==> src/rtl/riscv_multicycle_controller.sv <==
`default_nettype none
// ============================================================================
// riscv_multicycle_controller : Moore FSM sequencing RV32I over shared mem/ALU
// Revision 1.0
// ============================================================================
module riscv_multicycle_controller #(
  parameter int CNT_W   = 32,
  parameter int TIMEOUT = 255
) (
  input  logic             clk,
  input  logic             rst_n,
  input  logic [6:0]       op,
  input  logic [2:0]       funct3,
  input  logic             zero,
  input  logic             mem_ready,
  output logic             mem_req,
  output logic             mem_write,
  output logic             adr_src,
  output logic             ir_write,
  output logic             pc_write,
  output logic             reg_write,
  output logic [1:0]       result_src,
  output logic [1:0]       alu_src_a,
  output logic [1:0]       alu_src_b,
  output logic [1:0]       alu_op,
  output logic [2:0]       imm_src,
  output logic             illegal,
  output logic             mem_fault,
  output logic [CNT_W-1:0] instret,
  output logic [3:0]       state_o
);

  typedef enum logic [3:0] {
    S_FETCH    = 4'd0,
    S_DECODE   = 4'd1,
    S_MEMADR   = 4'd2,
    S_MEMREAD  = 4'd3,
    S_MEMWB    = 4'd4,
    S_MEMWRITE = 4'd5,
    S_EXEC_R   = 4'd6,
    S_EXEC_I   = 4'd7,
    S_ALUWB    = 4'd8,
    S_BRANCH   = 4'd9,
    S_JAL      = 4'd10,
    S_JALR     = 4'd11,
    S_LUI      = 4'd12,
    S_FAULT    = 4'd15
  } state_t;

  localparam logic [6:0] OP_LOAD   = 7'b0000011;
  localparam logic [6:0] OP_STORE  = 7'b0100011;
  localparam logic [6:0] OP_RTYPE  = 7'b0110011;
  localparam logic [6:0] OP_ITYPE  = 7'b0010011;
  localparam logic [6:0] OP_BRANCH = 7'b1100011;
  localparam logic [6:0] OP_JAL    = 7'b1101111;
  localparam logic [6:0] OP_JALR   = 7'b1100111;
  localparam logic [6:0] OP_LUI    = 7'b0110111;

  // Counter holds 0..TIMEOUT-1; the TIMEOUT-th unanswered cycle faults.
  localparam int              TO_W    = (TIMEOUT < 2) ? 1 : $clog2(TIMEOUT);
  localparam logic [TO_W-1:0] TO_LAST = TO_W'((TIMEOUT == 0) ? 0 : TIMEOUT - 1);

  state_t            r_state;
  state_t            w_next_fsm;
  state_t            w_state_next;
  logic [TO_W-1:0]   r_to_cnt;
  logic              r_illegal;
  logic              r_mem_fault;
  logic [CNT_W-1:0]  r_instret;

  logic              w_mem_req;
  logic              w_mem_write;
  logic              w_ir_write;
  logic              w_pc_write;
  logic              w_reg_write;
  logic              w_set_illegal;
  logic              w_to_hit;
  logic              w_retire;

  always_comb begin
    w_next_fsm    = r_state;
    w_mem_req     = 1'b0;
    w_mem_write   = 1'b0;
    adr_src       = 1'b0;
    w_ir_write    = 1'b0;
    w_pc_write    = 1'b0;
    w_reg_write   = 1'b0;
    result_src    = 2'b00;
    alu_src_a     = 2'b00;
    alu_src_b     = 2'b00;
    alu_op        = 2'b00;
    w_set_illegal = 1'b0;
    case (r_state)
      S_FETCH: begin
        w_mem_req  = 1'b1;
        alu_src_b  = 2'b10;
        result_src = 2'b10;
        w_ir_write = mem_ready;
        w_pc_write = mem_ready;
        if (mem_ready) w_next_fsm = S_DECODE;
      end
      S_DECODE: begin
        alu_src_a = 2'b01;
        alu_src_b = 2'b01;
        case (op)
          OP_LOAD, OP_STORE: w_next_fsm = S_MEMADR;
          OP_RTYPE:          w_next_fsm = S_EXEC_R;
          OP_ITYPE:          w_next_fsm = S_EXEC_I;
          OP_BRANCH: begin
            if (funct3 == 3'b000 || funct3 == 3'b001) begin
              w_next_fsm = S_BRANCH;
            end else begin
              w_next_fsm    = S_FAULT;
              w_set_illegal = 1'b1;
            end
          end
          OP_JAL:            w_next_fsm = S_JAL;
          OP_JALR:           w_next_fsm = S_JALR;
          OP_LUI:            w_next_fsm = S_LUI;
          default: begin
            w_next_fsm    = S_FAULT;
            w_set_illegal = 1'b1;
          end
        endcase
      end
      S_MEMADR: begin
        alu_src_a  = 2'b10;
        alu_src_b  = 2'b01;
        w_next_fsm = (op == OP_LOAD) ? S_MEMREAD : S_MEMWRITE;
      end
      S_MEMREAD: begin
        adr_src   = 1'b1;
        w_mem_req = 1'b1;
        if (mem_ready) w_next_fsm = S_MEMWB;
      end
      S_MEMWB: begin
        result_src  = 2'b01;
        w_reg_write = 1'b1;
        w_next_fsm  = S_FETCH;
      end
      S_MEMWRITE: begin
        adr_src     = 1'b1;
        w_mem_req   = 1'b1;
        w_mem_write = 1'b1;
        if (mem_ready) w_next_fsm = S_FETCH;
      end
      S_EXEC_R: begin
        alu_src_a  = 2'b10;
        alu_op     = 2'b10;
        w_next_fsm = S_ALUWB;
      end
      S_EXEC_I: begin
        alu_src_a  = 2'b10;
        alu_src_b  = 2'b01;
        alu_op     = 2'b10;
        w_next_fsm = S_ALUWB;
      end
      S_LUI: begin
        alu_src_a  = 2'b11;
        alu_src_b  = 2'b01;
        w_next_fsm = S_ALUWB;
      end
      S_ALUWB: begin
        w_reg_write = 1'b1;
        w_next_fsm  = S_FETCH;
      end
      S_BRANCH: begin
        alu_src_a  = 2'b10;
        alu_op     = 2'b01;
        w_pc_write = (funct3 == 3'b000) ? zero :
                     (funct3 == 3'b001) ? ~zero : 1'b0;
        w_next_fsm = S_FETCH;
      end
      S_JALR: begin
        alu_src_a  = 2'b10;
        alu_src_b  = 2'b01;
        w_next_fsm = S_JAL;
      end
      S_JAL: begin
        alu_src_a  = 2'b01;
        alu_src_b  = 2'b10;
        w_pc_write = 1'b1;
        w_next_fsm = S_ALUWB;
      end
      S_FAULT:  w_next_fsm = S_FAULT;
      default:  w_next_fsm = S_FAULT;
    endcase
  end

  // A same-cycle mem_ready always wins over the timeout.
  assign w_to_hit     = (TIMEOUT != 0) && w_mem_req && !mem_ready && (r_to_cnt == TO_LAST);
  assign w_state_next = w_to_hit ? S_FAULT : w_next_fsm;
  assign w_retire     = (w_state_next == S_FETCH) && (r_state != S_FETCH) && (r_state != S_FAULT);

  always_ff @(posedge clk or negedge rst_n) begin
    if (!rst_n) begin
      r_state     <= S_FETCH;
      r_to_cnt    <= '0;
      r_illegal   <= 1'b0;
      r_mem_fault <= 1'b0;
      r_instret   <= '0;
    end else begin
      r_state <= w_state_next;
      if ((TIMEOUT != 0) && w_mem_req && !mem_ready && !w_to_hit) begin
        r_to_cnt <= r_to_cnt + 1'b1;
      end else begin
        r_to_cnt <= '0;
      end
      if (w_set_illegal && !r_mem_fault) r_illegal <= 1'b1;
      if (w_to_hit && !r_illegal)        r_mem_fault <= 1'b1;
      if (w_retire)                      r_instret <= r_instret + 1'b1;
    end
  end

  always_comb begin
    imm_src = 3'b000;
    case (op)
      OP_STORE:  imm_src = 3'b001;
      OP_BRANCH: imm_src = 3'b010;
      OP_JAL:    imm_src = 3'b011;
      OP_LUI:    imm_src = 3'b100;
      default:   imm_src = 3'b000;
    endcase
  end

  // Strobes are held low while reset is asserted so nothing is written mid-abort.
  assign mem_req   = w_mem_req   & rst_n;
  assign mem_write = w_mem_write & rst_n;
  assign ir_write  = w_ir_write  & rst_n;
  assign pc_write  = w_pc_write  & rst_n;
  assign reg_write = w_reg_write & rst_n;
  assign illegal   = r_illegal;
  assign mem_fault = r_mem_fault;
  assign instret   = r_instret;
  assign state_o   = r_state;

endmodule
`default_nettype wire

==> config.mk <==
export PLATFORM = sky130hd
export DESIGN_NAME = riscv_multicycle_controller
export DESIGN_NICKNAME = d
export VERILOG_FILES = /design/src/rtl/riscv_multicycle_controller.sv
export SDC_FILE = /design/constraint.sdc
export NUM_CORES = 1
export LEC_CHECK = 0
export CORE_UTILIZATION = 25
export DETAILED_ROUTE_END_ITERATION = 6
export PLACE_DENSITY = 0.44
export SLEW_MARGIN = 30
export SYNTH_ARGS = -nofsm -noshare
export SYNTH_HDL_FRONTEND = slang
export SYNTH_SLANG_ARGS = --single-unit
==> constraint.sdc <==
create_clock -name clk -period 3.5 [get_ports clk]
set_input_delay 0.7 -clock clk [delete_from_list [all_inputs] [get_ports clk]]
set_output_delay 0.7 -clock clk [all_outputs]
set_load 0.05 [all_outputs]
==> flow_summary.html, run 1 <==
<table>
<tr><th>Metric</th><th>Value</th></tr>
<tr><th colspan="2">Global routing</th></tr>
<tr><td>Initial antenna violation count</td><td>0</td></tr>
<tr><td>Global-route usage over all layers</td><td>0.126</td></tr>
<tr><td>Vias in the first global route</td><td>2327</td></tr>
<tr><td>First-pass GRT wire length</td><td>about 12000 um</td></tr>
<tr><td>Overflow left after global routing</td><td>0</td></tr>
<tr><td>Largest net degree at the start of global routing</td><td>47</td></tr>
<tr><th colspan="2">Routing</th></tr>
<tr><td>Final ANT Viol Nets</td><td>0</td></tr>
<tr><td>DRT iter0 DRCs</td><td>110</td></tr>
<tr><td>First drt pass iteration count</td><td>4</td></tr>
<tr><td>Overall via count from detail_route</td><td>2401</td></tr>
<tr><td>Routed wirelength normalized by instance count</td><td>13.8 um</td></tr>
<tr><td>Routed vias/inst</td><td>between 4 and 5</td></tr>
<tr><td>Final routed DRC violation total</td><td>0</td></tr>
<tr><td>Routed WL</td><td>6970 um</td></tr>
<tr><th colspan="2">Pwr</th></tr>
<tr><td>Maximum resistive drop on vdd</td><td>0.179 mV</td></tr>
<tr><td>PD cells</td><td>276 nW/um2</td></tr>
<tr><td>Combinational group share of total power</td><td>0.047</td></tr>
<tr><td>Internal power</td><td>836 uW</td></tr>
<tr><td>Net switching component of the power</td><td>229 uW</td></tr>
<tr><td>Clock Power Share</td><td>0.453</td></tr>
<tr><td>Static Leak</td><td>0.00155 uW</td></tr>
<tr><td>Switching part of the total power</td><td>0.215</td></tr>
<tr><td>Reg power frac</td><td>0.499</td></tr>
<tr><th colspan="2">Logic synthesis</th></tr>
<tr><td>Number of enable flip-flop cells after synthesis</td><td>0</td></tr>
<tr><td>Cell taking the most area after synthesis</td><td>sky130_fd_sc_hd__dfrtp_1</td></tr>
<tr><td>Synth Register Bits</td><td>46</td></tr>
<tr><td>Sequential cell area fraction in the yosys report</td><td>0.400</td></tr>
<tr><td>Avg Synthesized Cell Area</td><td>a little under 10 um2</td></tr>
<tr><td>Cells after Synth</td><td>296</td></tr>
<tr><td>Async set or reset register ratio after synthesis</td><td>1.00</td></tr>
<tr><td>Proportion of netlist area held by the largest area contributor</td><td>0.400</td></tr>
<tr><td>Area of the mapped netlist</td><td>2880 um2</td></tr>
<tr><td>Cells taking the most area after synthesis</td><td>sky130_fd_sc_hd__dfrtp_1, sky130_fd_sc_hd__xnor2_1, sky130_fd_sc_hd__nand4_1, sky130_fd_sc_hd__nand3_2, sky130_fd_sc_hd__nor2_1</td></tr>
<tr><td>Most instantiated flip-flop cell in the synthesis netlist</td><td>sky130_fd_sc_hd__dfrtp_1</td></tr>
<tr><td>Most used standard cells in the synthesized netlist</td><td>sky130_fd_sc_hd__dfrtp_1, sky130_fd_sc_hd__xnor2_1, sky130_fd_sc_hd__nand4_1, sky130_fd_sc_hd__nor2_1, sky130_fd_sc_hd__nand2_1</td></tr>
<tr><td>Synth unique cells</td><td>51</td></tr>
<tr><td>Post-Syn Nets</td><td>about 310</td></tr>
<tr><td>Synthesis Warnings</td><td>0</td></tr>
<tr><td>Count leader, synth</td><td>sky130_fd_sc_hd__dfrtp_1</td></tr>
<tr><th colspan="2">Worst hold path</th></tr>
<tr><td>Number of cells on the worst hold path</td><td>2</td></tr>
<tr><td>Worst hold start</td><td>mem_fault</td></tr>
<tr><td>Destination of the worst hold path</td><td>mem_fault</td></tr>
<tr><td>Min-delay worst type</td><td>register to register</td></tr>
<tr><th colspan="2">Cells and area</th></tr>
<tr><td>Post-route insts no fill</td><td>504</td></tr>
<tr><td>Final net count</td><td>380</td></tr>
<tr><td>Number of fill cells in the layout</td><td>1151</td></tr>
<tr><td>Area growth from synthesis to final layout</td><td>34.0%</td></tr>
<tr><td>Antenna cells</td><td>0</td></tr>
<tr><td>Share of cells above drive strength 1</td><td>0.124</td></tr>
<tr><th colspan="2">Clocking</th></tr>
<tr><td>CTS Buf Count</td><td>5</td></tr>
<tr><td>Clock-pin slew of the registers on the worst-case setup and hold paths</td><td>roughly 0.070 ns</td></tr>
<tr><td>Clock Tree Root</td><td>sky130_fd_sc_hd__clkbuf_16</td></tr>
<tr><td># H-tree levels</td><td>2</td></tr>
<tr><td>TritonCTS Sinks</td><td>46</td></tr>
<tr><td>CTS tree</td><td>built</td></tr>
<tr><td>Bufs on Longest Clock Path</td><td>2</td></tr>
<tr><td>Clock Latency Late Sink</td><td>roughly 0.29 ns</td></tr>
<tr><td>Quantity of hold-fixing buffers added after cts</td><td>0</td></tr>
<tr><td>Setup repair bufs after CTS</td><td>0</td></tr>
<tr><td>Post-cts gate resize count</td><td>0</td></tr>
<tr><th colspan="2">Die</th></tr>
<tr><td>Height of the die</td><td>109 um</td></tr>
<tr><td>Total die area</td><td>11900 um2</td></tr>
<tr><td>Width of the die</td><td>109 um</td></tr>
<tr><td>Core footprint</td><td>11000 um2</td></tr>
<tr><td>Total I/O pin count</td><td>69</td></tr>
<tr><td>Cell row count</td><td>38</td></tr>
<tr><td>Initial core utilization</td><td>0.261</td></tr>
<tr><th colspan="2">Placement</th></tr>
<tr><td>Port bufs</td><td>68</td></tr>
<tr><td>Final weighted congestion in routability-driven placement</td><td>roughly 0.75</td></tr>
<tr><td>Number of placed cells counting well taps</td><td>496</td></tr>
<tr><td>Placed wire-length estimate</td><td>4980 um</td></tr>
<tr><th colspan="2">Critical path</th></tr>
<tr><td>Critical path class</td><td>register to primary output</td></tr>
<tr><td>R2R Path End</td><td>instret[1]</td></tr>
<tr><td>Nature of the critical path startpoint</td><td>register</td></tr>
<tr><td>Critical path's top delay family</td><td>buffers and inverters</td></tr>
<tr><td>Data arrival at the endpoint of the critical path</td><td>2.37 ns</td></tr>
<tr><td>Required time of the critical path</td><td>2.80 ns</td></tr>
<tr><td>Setup slack on the worst flop-to-flop path</td><td>0.82 ns</td></tr>
<tr><td>Crit-path cells</td><td>or2_1, nor2_1, o21ai_0, o211ai_1, clkdlybuf4s50_1</td></tr>
<tr><td>Kind of end point of the critical path</td><td>primary output</td></tr>
<tr><td>Worst path buffer plus inverter count</td><td>1</td></tr>
<tr><td>Worst reg-to-reg path cell count</td><td>7</td></tr>
<tr><td>Max Fanout on Critical Path</td><td>14</td></tr>
<tr><td>Critical path's largest stage delay</td><td>around 0.8 ns</td></tr>
<tr><td>Reg-to-reg critical path startpoint</td><td>state_o[2]</td></tr>
<tr><td>CP max-delay cell</td><td>sky130_fd_sc_hd__clkdlybuf4s50_1</td></tr>
<tr><th colspan="2">STA</th></tr>
<tr><td>Final Hold Viols</td><td>0</td></tr>
<tr><td>Maximum clock skew at final layout</td><td>0.00796 ns</td></tr>
<tr><td>Achievable clock frequency</td><td>0.326 GHz</td></tr>
<tr><td>Pins Over Slew Limit</td><td>0</td></tr>
<tr><td>Setup Total Neg Slack</td><td>0 ns</td></tr>
<tr><td>Hold Slack</td><td>slightly below 0.5 ns</td></tr>
<tr><td>Ratio of final minimum period to clock period</td><td>0.877</td></tr>
<tr><td>Worst slew margin</td><td>0.381</td></tr>
<tr><td>RSZ-0062 raised after global routing</td><td>false</td></tr>
<tr><td>Minimum clock period after layout</td><td>3.07 ns</td></tr>
<tr><td>Measured slew at the worst slew-check pin</td><td>0.926 ns</td></tr>
<tr><td>Count of endpoints failing setup in the final report</td><td>0</td></tr>
<tr><th colspan="2">Run</th></tr>
<tr><td>Max Cap Violations</td><td>0</td></tr>
<tr><th colspan="2">Status</th></tr>
<tr><td>Result of the run</td><td>complete, no violations</td></tr>
</table>
[per-layer routing]
layer / track usage / vias up / part of all wire
met4: 0.0286 / 0 / 0.0063
li1: - / 1195 / -
met5: 0 / - / 0
met1: 0.185 / 1149 / 0.50
met2: 0.188 / 55 / 0.45
met3: 0.0255 / 2 / 0.043
[power groups by stage]
stage | registers [uW] | logic [uW] | clock network (uW)
6_report | 532 | 50.2 | 483
5_1_grt | 531 | 56.2 | 523
4_1_cts | 531 | 51.6 | 498
3_5_place_dp | 542 | 51.4 | 0
3_3_place_gp | 542 | 51.5 | 0
2_1_floorplan | 542 | 17.2 | 0
[final cells by class]
| type | instances | area, um2 | share of cell area |
|---|---|---|---|
| inverters | 10 | 37.5 | 0.00973 |
| multi-input cells | 223 | 1560 | 0.405 |
| repair buffers | 77 | 781 | 0.202 |
| clock buffers | 6 | 139 | 0.0360 |
| clock inverters | 2 | 12.5 | 0.00324 |
| flip-flops and latches | 46 | 1150 | 0.298 |
| well taps | 140 | 175 | 0.0454 |
[logic make-up after synthesis]
logic type | Yosys count | synth area share
compound gates | 37 | 0.0887
xor+xnor | 40 | 0.124
fa+ha+maj | 3 | 0.0130
buf+inv | 27 | 0.0574
flops | 46 | 0.400
mux | 2 | 0.00869
simple gates | 141 | 0.308
[per-stage QoR]
step,utilization,instance area [um2],power [uW],worst slack (ns)
2_1_floorplan,-,2880,559,0.181
3_3_place_gp,0.336,3710,593,0.278
3_5_place_dp,0.336,3710,593,0.211
4_1_cts,0.350,3860,1080,0.409
5_1_grt,0.350,3860,1110,0.235
6_report,0.350,3860,1060,0.431
[how the worst max path moves through the flow]
stage / endpoint / slack, ns / from / depth (start not counted)
final: alu_src_a[1] / 0.43 / state_o[1] / 5
after global routing: alu_src_b[0] / 0.23 / state_o[1] / 5
after CTS: alu_src_b[0] / 0.41 / state_o[1] / 5
after detailed placement: instret[29] / 0.21 / op[2] / 8
after global placement: instret[31] / 0.28 / op[2] / 8
after floorplan: pc_write / 0.18 / state_o[3] / 7
[flip-flops by register name (all words and copies together), names as in the netlist]
name	cells
instret	32
r_to_cnt	8
state_o	4
illegal	1
mem_fault	1
[cell usage in the layout (no fill, tap or decap), drive strengths merged, types with 6 or more instances in the layout]
cell and count:
nand4 25, dfrtp 46, xor2 7, nand3 20
o21ai 8, clkdlybuf4s50 62, and2 10, nor2 24
xnor2 33, and3 12, and4 6, clkbuf 6
or2 6, nand2 15, buf 15, inv 10
a21oi 7
[worst reg2reg max path: stages (launching register included)]
cell	delay (ns)
sky130_fd_sc_hd__dfrtp_1	0.61
sky130_fd_sc_hd__and4bb_2	0.39
sky130_fd_sc_hd__a2bb2oi_2	0.28
sky130_fd_sc_hd__o211ai_1	0.21
sky130_fd_sc_hd__nor4_4	0.39
sky130_fd_sc_hd__buf_12	0.25
sky130_fd_sc_hd__nand2_1	0.13
sky130_fd_sc_hd__mux2_4	0.31
Power figures use the tool's default switching activity.
==> inputs of run 2 (changes only) <==
--- a/config.mk
+++ b/config.mk
@@ -5,9 +5,12 @@
 export SDC_FILE = /design/constraint.sdc
 export NUM_CORES = 1
 export LEC_CHECK = 0
+export CELL_PAD_IN_SITES_DETAIL_PLACEMENT = 2
+export CELL_PAD_IN_SITES_GLOBAL_PLACEMENT = 2
+export CORE_MARGIN = 5
 export CORE_UTILIZATION = 25
 export DETAILED_ROUTE_END_ITERATION = 6
-export PLACE_DENSITY = 0.44
+export PLACE_DENSITY = 0.66
 export SLEW_MARGIN = 30
 export SYNTH_ARGS = -nofsm -noshare
 export SYNTH_HDL_FRONTEND = slang
==> flow_summary.html, run 2 (synthesized netlist as in run 1, its figures left out) <==
<table>
<tr><th>Metric</th><th>Value</th></tr>
<tr><th colspan="2">Status</th></tr>
<tr><td>Result of the run</td><td>complete, no violations</td></tr>
<tr><th colspan="2">Die</th></tr>
<tr><td>Cell row count</td><td>39</td></tr>
<tr><td>Width of the die</td><td>roughly 120 um</td></tr>
<tr><td>Total I/O pin count</td><td>69</td></tr>
<tr><td>Height of the die</td><td>between 100 and 150 um</td></tr>
<tr><td>Total die area</td><td>about 14000 um2</td></tr>
<tr><td>Initial core utilization</td><td>0.253</td></tr>
<tr><td>Core footprint</td><td>11400 um2</td></tr>
<tr><th colspan="2">Pwr</th></tr>
<tr><td>Internal power</td><td>811 uW</td></tr>
<tr><td>Maximum resistive drop on vdd</td><td>~0.16 mV</td></tr>
<tr><td>Clock Power Share</td><td>0.435</td></tr>
<tr><td>Reg power frac</td><td>0.515</td></tr>
<tr><td>PD cells</td><td>268 nW/um2</td></tr>
<tr><td>Switching part of the total power</td><td>0.215</td></tr>
<tr><td>Overall power after layout</td><td>roughly 1000 uW</td></tr>
<tr><td>Static Leak</td><td>0.00154 uW</td></tr>
<tr><td>Combinational group share of total power</td><td>0.050</td></tr>
<tr><td>Net switching component of the power</td><td>222 uW</td></tr>
<tr><th colspan="2">Critical path</th></tr>
<tr><td>Data arrival at the endpoint of the critical path</td><td>2.42 ns</td></tr>
<tr><td>Kind of end point of the critical path</td><td>primary output</td></tr>
<tr><td>Critical path class</td><td>register to primary output</td></tr>
<tr><td>Max Fanout on Critical Path</td><td>14</td></tr>
<tr><td>Nature of the critical path startpoint</td><td>register</td></tr>
<tr><td>Required time of the critical path</td><td>2.80 ns</td></tr>
<tr><th colspan="2">Cells and area</th></tr>
<tr><td>Area growth from synthesis to final layout</td><td>33.8%</td></tr>
<tr><td>Commonest non-fill, non-tap cell in the layout</td><td>sky130_fd_sc_hd__clkdlybuf4s50_1</td></tr>
<tr><td>Post-route insts no fill</td><td>between 500 and 600</td></tr>
<tr><td>Most frequent cells in the layout</td><td>sky130_fd_sc_hd__clkdlybuf4s50_1, sky130_fd_sc_hd__dfrtp_1, sky130_fd_sc_hd__xnor2_1, sky130_fd_sc_hd__nor2_1, sky130_fd_sc_hd__nand4_1</td></tr>
<tr><td>Share of cells above drive strength 1</td><td>0.119</td></tr>
<tr><td>Core occupancy in the finished layout</td><td>0.339</td></tr>
<tr><td>Max FFs per register</td><td>32</td></tr>
<tr><td>Final net count</td><td>379</td></tr>
<tr><td>Antenna cells</td><td>0</td></tr>
<tr><th colspan="2">STA</th></tr>
<tr><td>Minimum clock period after layout</td><td>~3.1 ns</td></tr>
<tr><td>Achievable clock frequency</td><td>0.321 GHz</td></tr>
<tr><td>Count of endpoints failing setup in the final report</td><td>0</td></tr>
<tr><td>Measured slew at the worst slew-check pin</td><td>0.845 ns</td></tr>
<tr><td>Worst slew margin</td><td>0.435</td></tr>
<tr><td>Ratio of final minimum period to clock period</td><td>0.891</td></tr>
<tr><td>Maximum clock skew at final layout</td><td>between 0.005 and 0.006 ns</td></tr>
<tr><td>Setup Total Neg Slack</td><td>0 ns</td></tr>
<tr><td>Pins Over Slew Limit</td><td>0</td></tr>
<tr><td>RSZ-0062 raised after global routing</td><td>false</td></tr>
<tr><td>Final Hold Viols</td><td>0</td></tr>
<tr><th colspan="2">Run</th></tr>
<tr><td>Max Cap Violations</td><td>0</td></tr>
<tr><th colspan="2">Routing</th></tr>
<tr><td>Routed WL</td><td>8190 um</td></tr>
<tr><td>DRT iter0 DRCs</td><td>64</td></tr>
<tr><td>First drt pass iteration count</td><td>4</td></tr>
<tr><td>Routed wirelength normalized by instance count</td><td>around 16 um</td></tr>
<tr><td>Routed vias/inst</td><td>approximately 4.9</td></tr>
<tr><td>Final routed DRC violation total</td><td>0</td></tr>
<tr><td>Final ANT Viol Nets</td><td>0</td></tr>
<tr><td>Overall via count from detail_route</td><td>2478</td></tr>
<tr><th colspan="2">Global routing</th></tr>
<tr><td>Largest net degree at the start of global routing</td><td>47</td></tr>
<tr><td>Global-route usage over all layers</td><td>0.125</td></tr>
<tr><td>Initial antenna violation count</td><td>0</td></tr>
<tr><td>First-pass GRT wire length</td><td>13900 um</td></tr>
<tr><td>Vias in the first global route</td><td>about 2.7k</td></tr>
<tr><td>Overflow left after global routing</td><td>0</td></tr>
<tr><th colspan="2">Clocking</th></tr>
<tr><td>Clock Latency Late Sink</td><td>~0.28 ns</td></tr>
<tr><td>TritonCTS Sinks</td><td>46</td></tr>
<tr><td>Setup repair bufs after CTS</td><td>0</td></tr>
<tr><td>Clock-pin slew of the registers on the worst-case setup and hold paths</td><td>0.06 ns</td></tr>
<tr><td>CTS Buf Count</td><td>5</td></tr>
<tr><td>Bufs on Longest Clock Path</td><td>2</td></tr>
<tr><td>Clock Tree Root</td><td>sky130_fd_sc_hd__clkbuf_16</td></tr>
<tr><td>Post-cts gate resize count</td><td>0</td></tr>
<tr><td>Quantity of hold-fixing buffers added after cts</td><td>0</td></tr>
<tr><td>CTS tree</td><td>built</td></tr>
<tr><td># H-tree levels</td><td>2</td></tr>
<tr><th colspan="2">Placement</th></tr>
<tr><td>Port bufs</td><td>68</td></tr>
<tr><td>Placed wire-length estimate</td><td>slightly above 6000 um</td></tr>
<tr><td>Final weighted congestion in routability-driven placement</td><td>0.785</td></tr>
<tr><td>Number of placed cells counting well taps</td><td>498</td></tr>
<tr><th colspan="2">Worst hold path</th></tr>
<tr><td>Min-delay worst type</td><td>register to register</td></tr>
</table>
-- run 2: cell count changes in the layout (fill, tap and decap cells not counted) --
cell	change
sky130_fd_sc_hd__buf_4	-2
sky130_fd_sc_hd__clkbuf_8	-1
sky130_fd_sc_hd__clkinvlp_4	-1
sky130_fd_sc_hd__clkinv_2	+1
sky130_fd_sc_hd__buf_12	+1
-- run 2: final cells by class --
class	count	area [um2]
timing repair buffer	76	786
sequential	46	1150
fill	1272	7520
clock buffer	5	125
tap	143	179
clock inverter	2	10.0
multi-input combinational	223	1560
inverter	10	37.5
-- run 2: layer usage --
metal	track usage	vias up	part of all wire
met5	0	-	0
met4	0.0352	0	0.011
met3	0.0201	8	0.040
met2	0.210	48	0.48
met1	0.166	1231	0.47
li1	-	1191	-
-- run 2: worst max-delay path, stage by stage (launching register included) --
cell	delay (ns)
sky130_fd_sc_hd__dfrtp_1	0.55
sky130_fd_sc_hd__or2_1	0.38
sky130_fd_sc_hd__nor2_1	0.16
sky130_fd_sc_hd__o21ai_0	0.10
sky130_fd_sc_hd__o21ai_0	0.12
sky130_fd_sc_hd__clkdlybuf4s50_1	0.84
-- run 2: final timing paths --
kind | from | endpoint | slack [ns] | cells past startpoint
min in group asynchronous | rst_n | instret[2] | 0.59 | 2
hold reg to reg | instret[31] | instret[31] | 0.48 | 1
setup / recovery | state_o[1] | alu_src_b[0] | 0.38 | 5
setup reg to reg | state_o[2] | instret[1] | 0.80 | 7
hold / removal | instret[31] | instret[31] | 0.48 | 1
max in group asynchronous | rst_n | instret[8] | 2.50 | 2
-- run 2: through the flow --
step                setup slack, ns  hold slack [ns]  cell area [um2]
global placement              0.324            0.464             3710
finish                        0.380            0.478             3850
floorplan                     0.181            0.404             2880
detailed placement            0.250            0.475             3710
global route                  0.170            0.495             3850
CTS                           0.323            0.487             3850
-- run 2: power groups by stage --
stage / Combinational [uW] / Clock, uW / Sequential, uW
2_1_floorplan: 17.2 / 0 / 542
3_3_place_gp: 51.5 / 0 / 542
3_5_place_dp: 53.2 / 0 / 542
4_1_cts: 53.3 / 472 / 531
5_1_grt: 58.5 / 492 / 531
6_report: 51.9 / 449 / 532
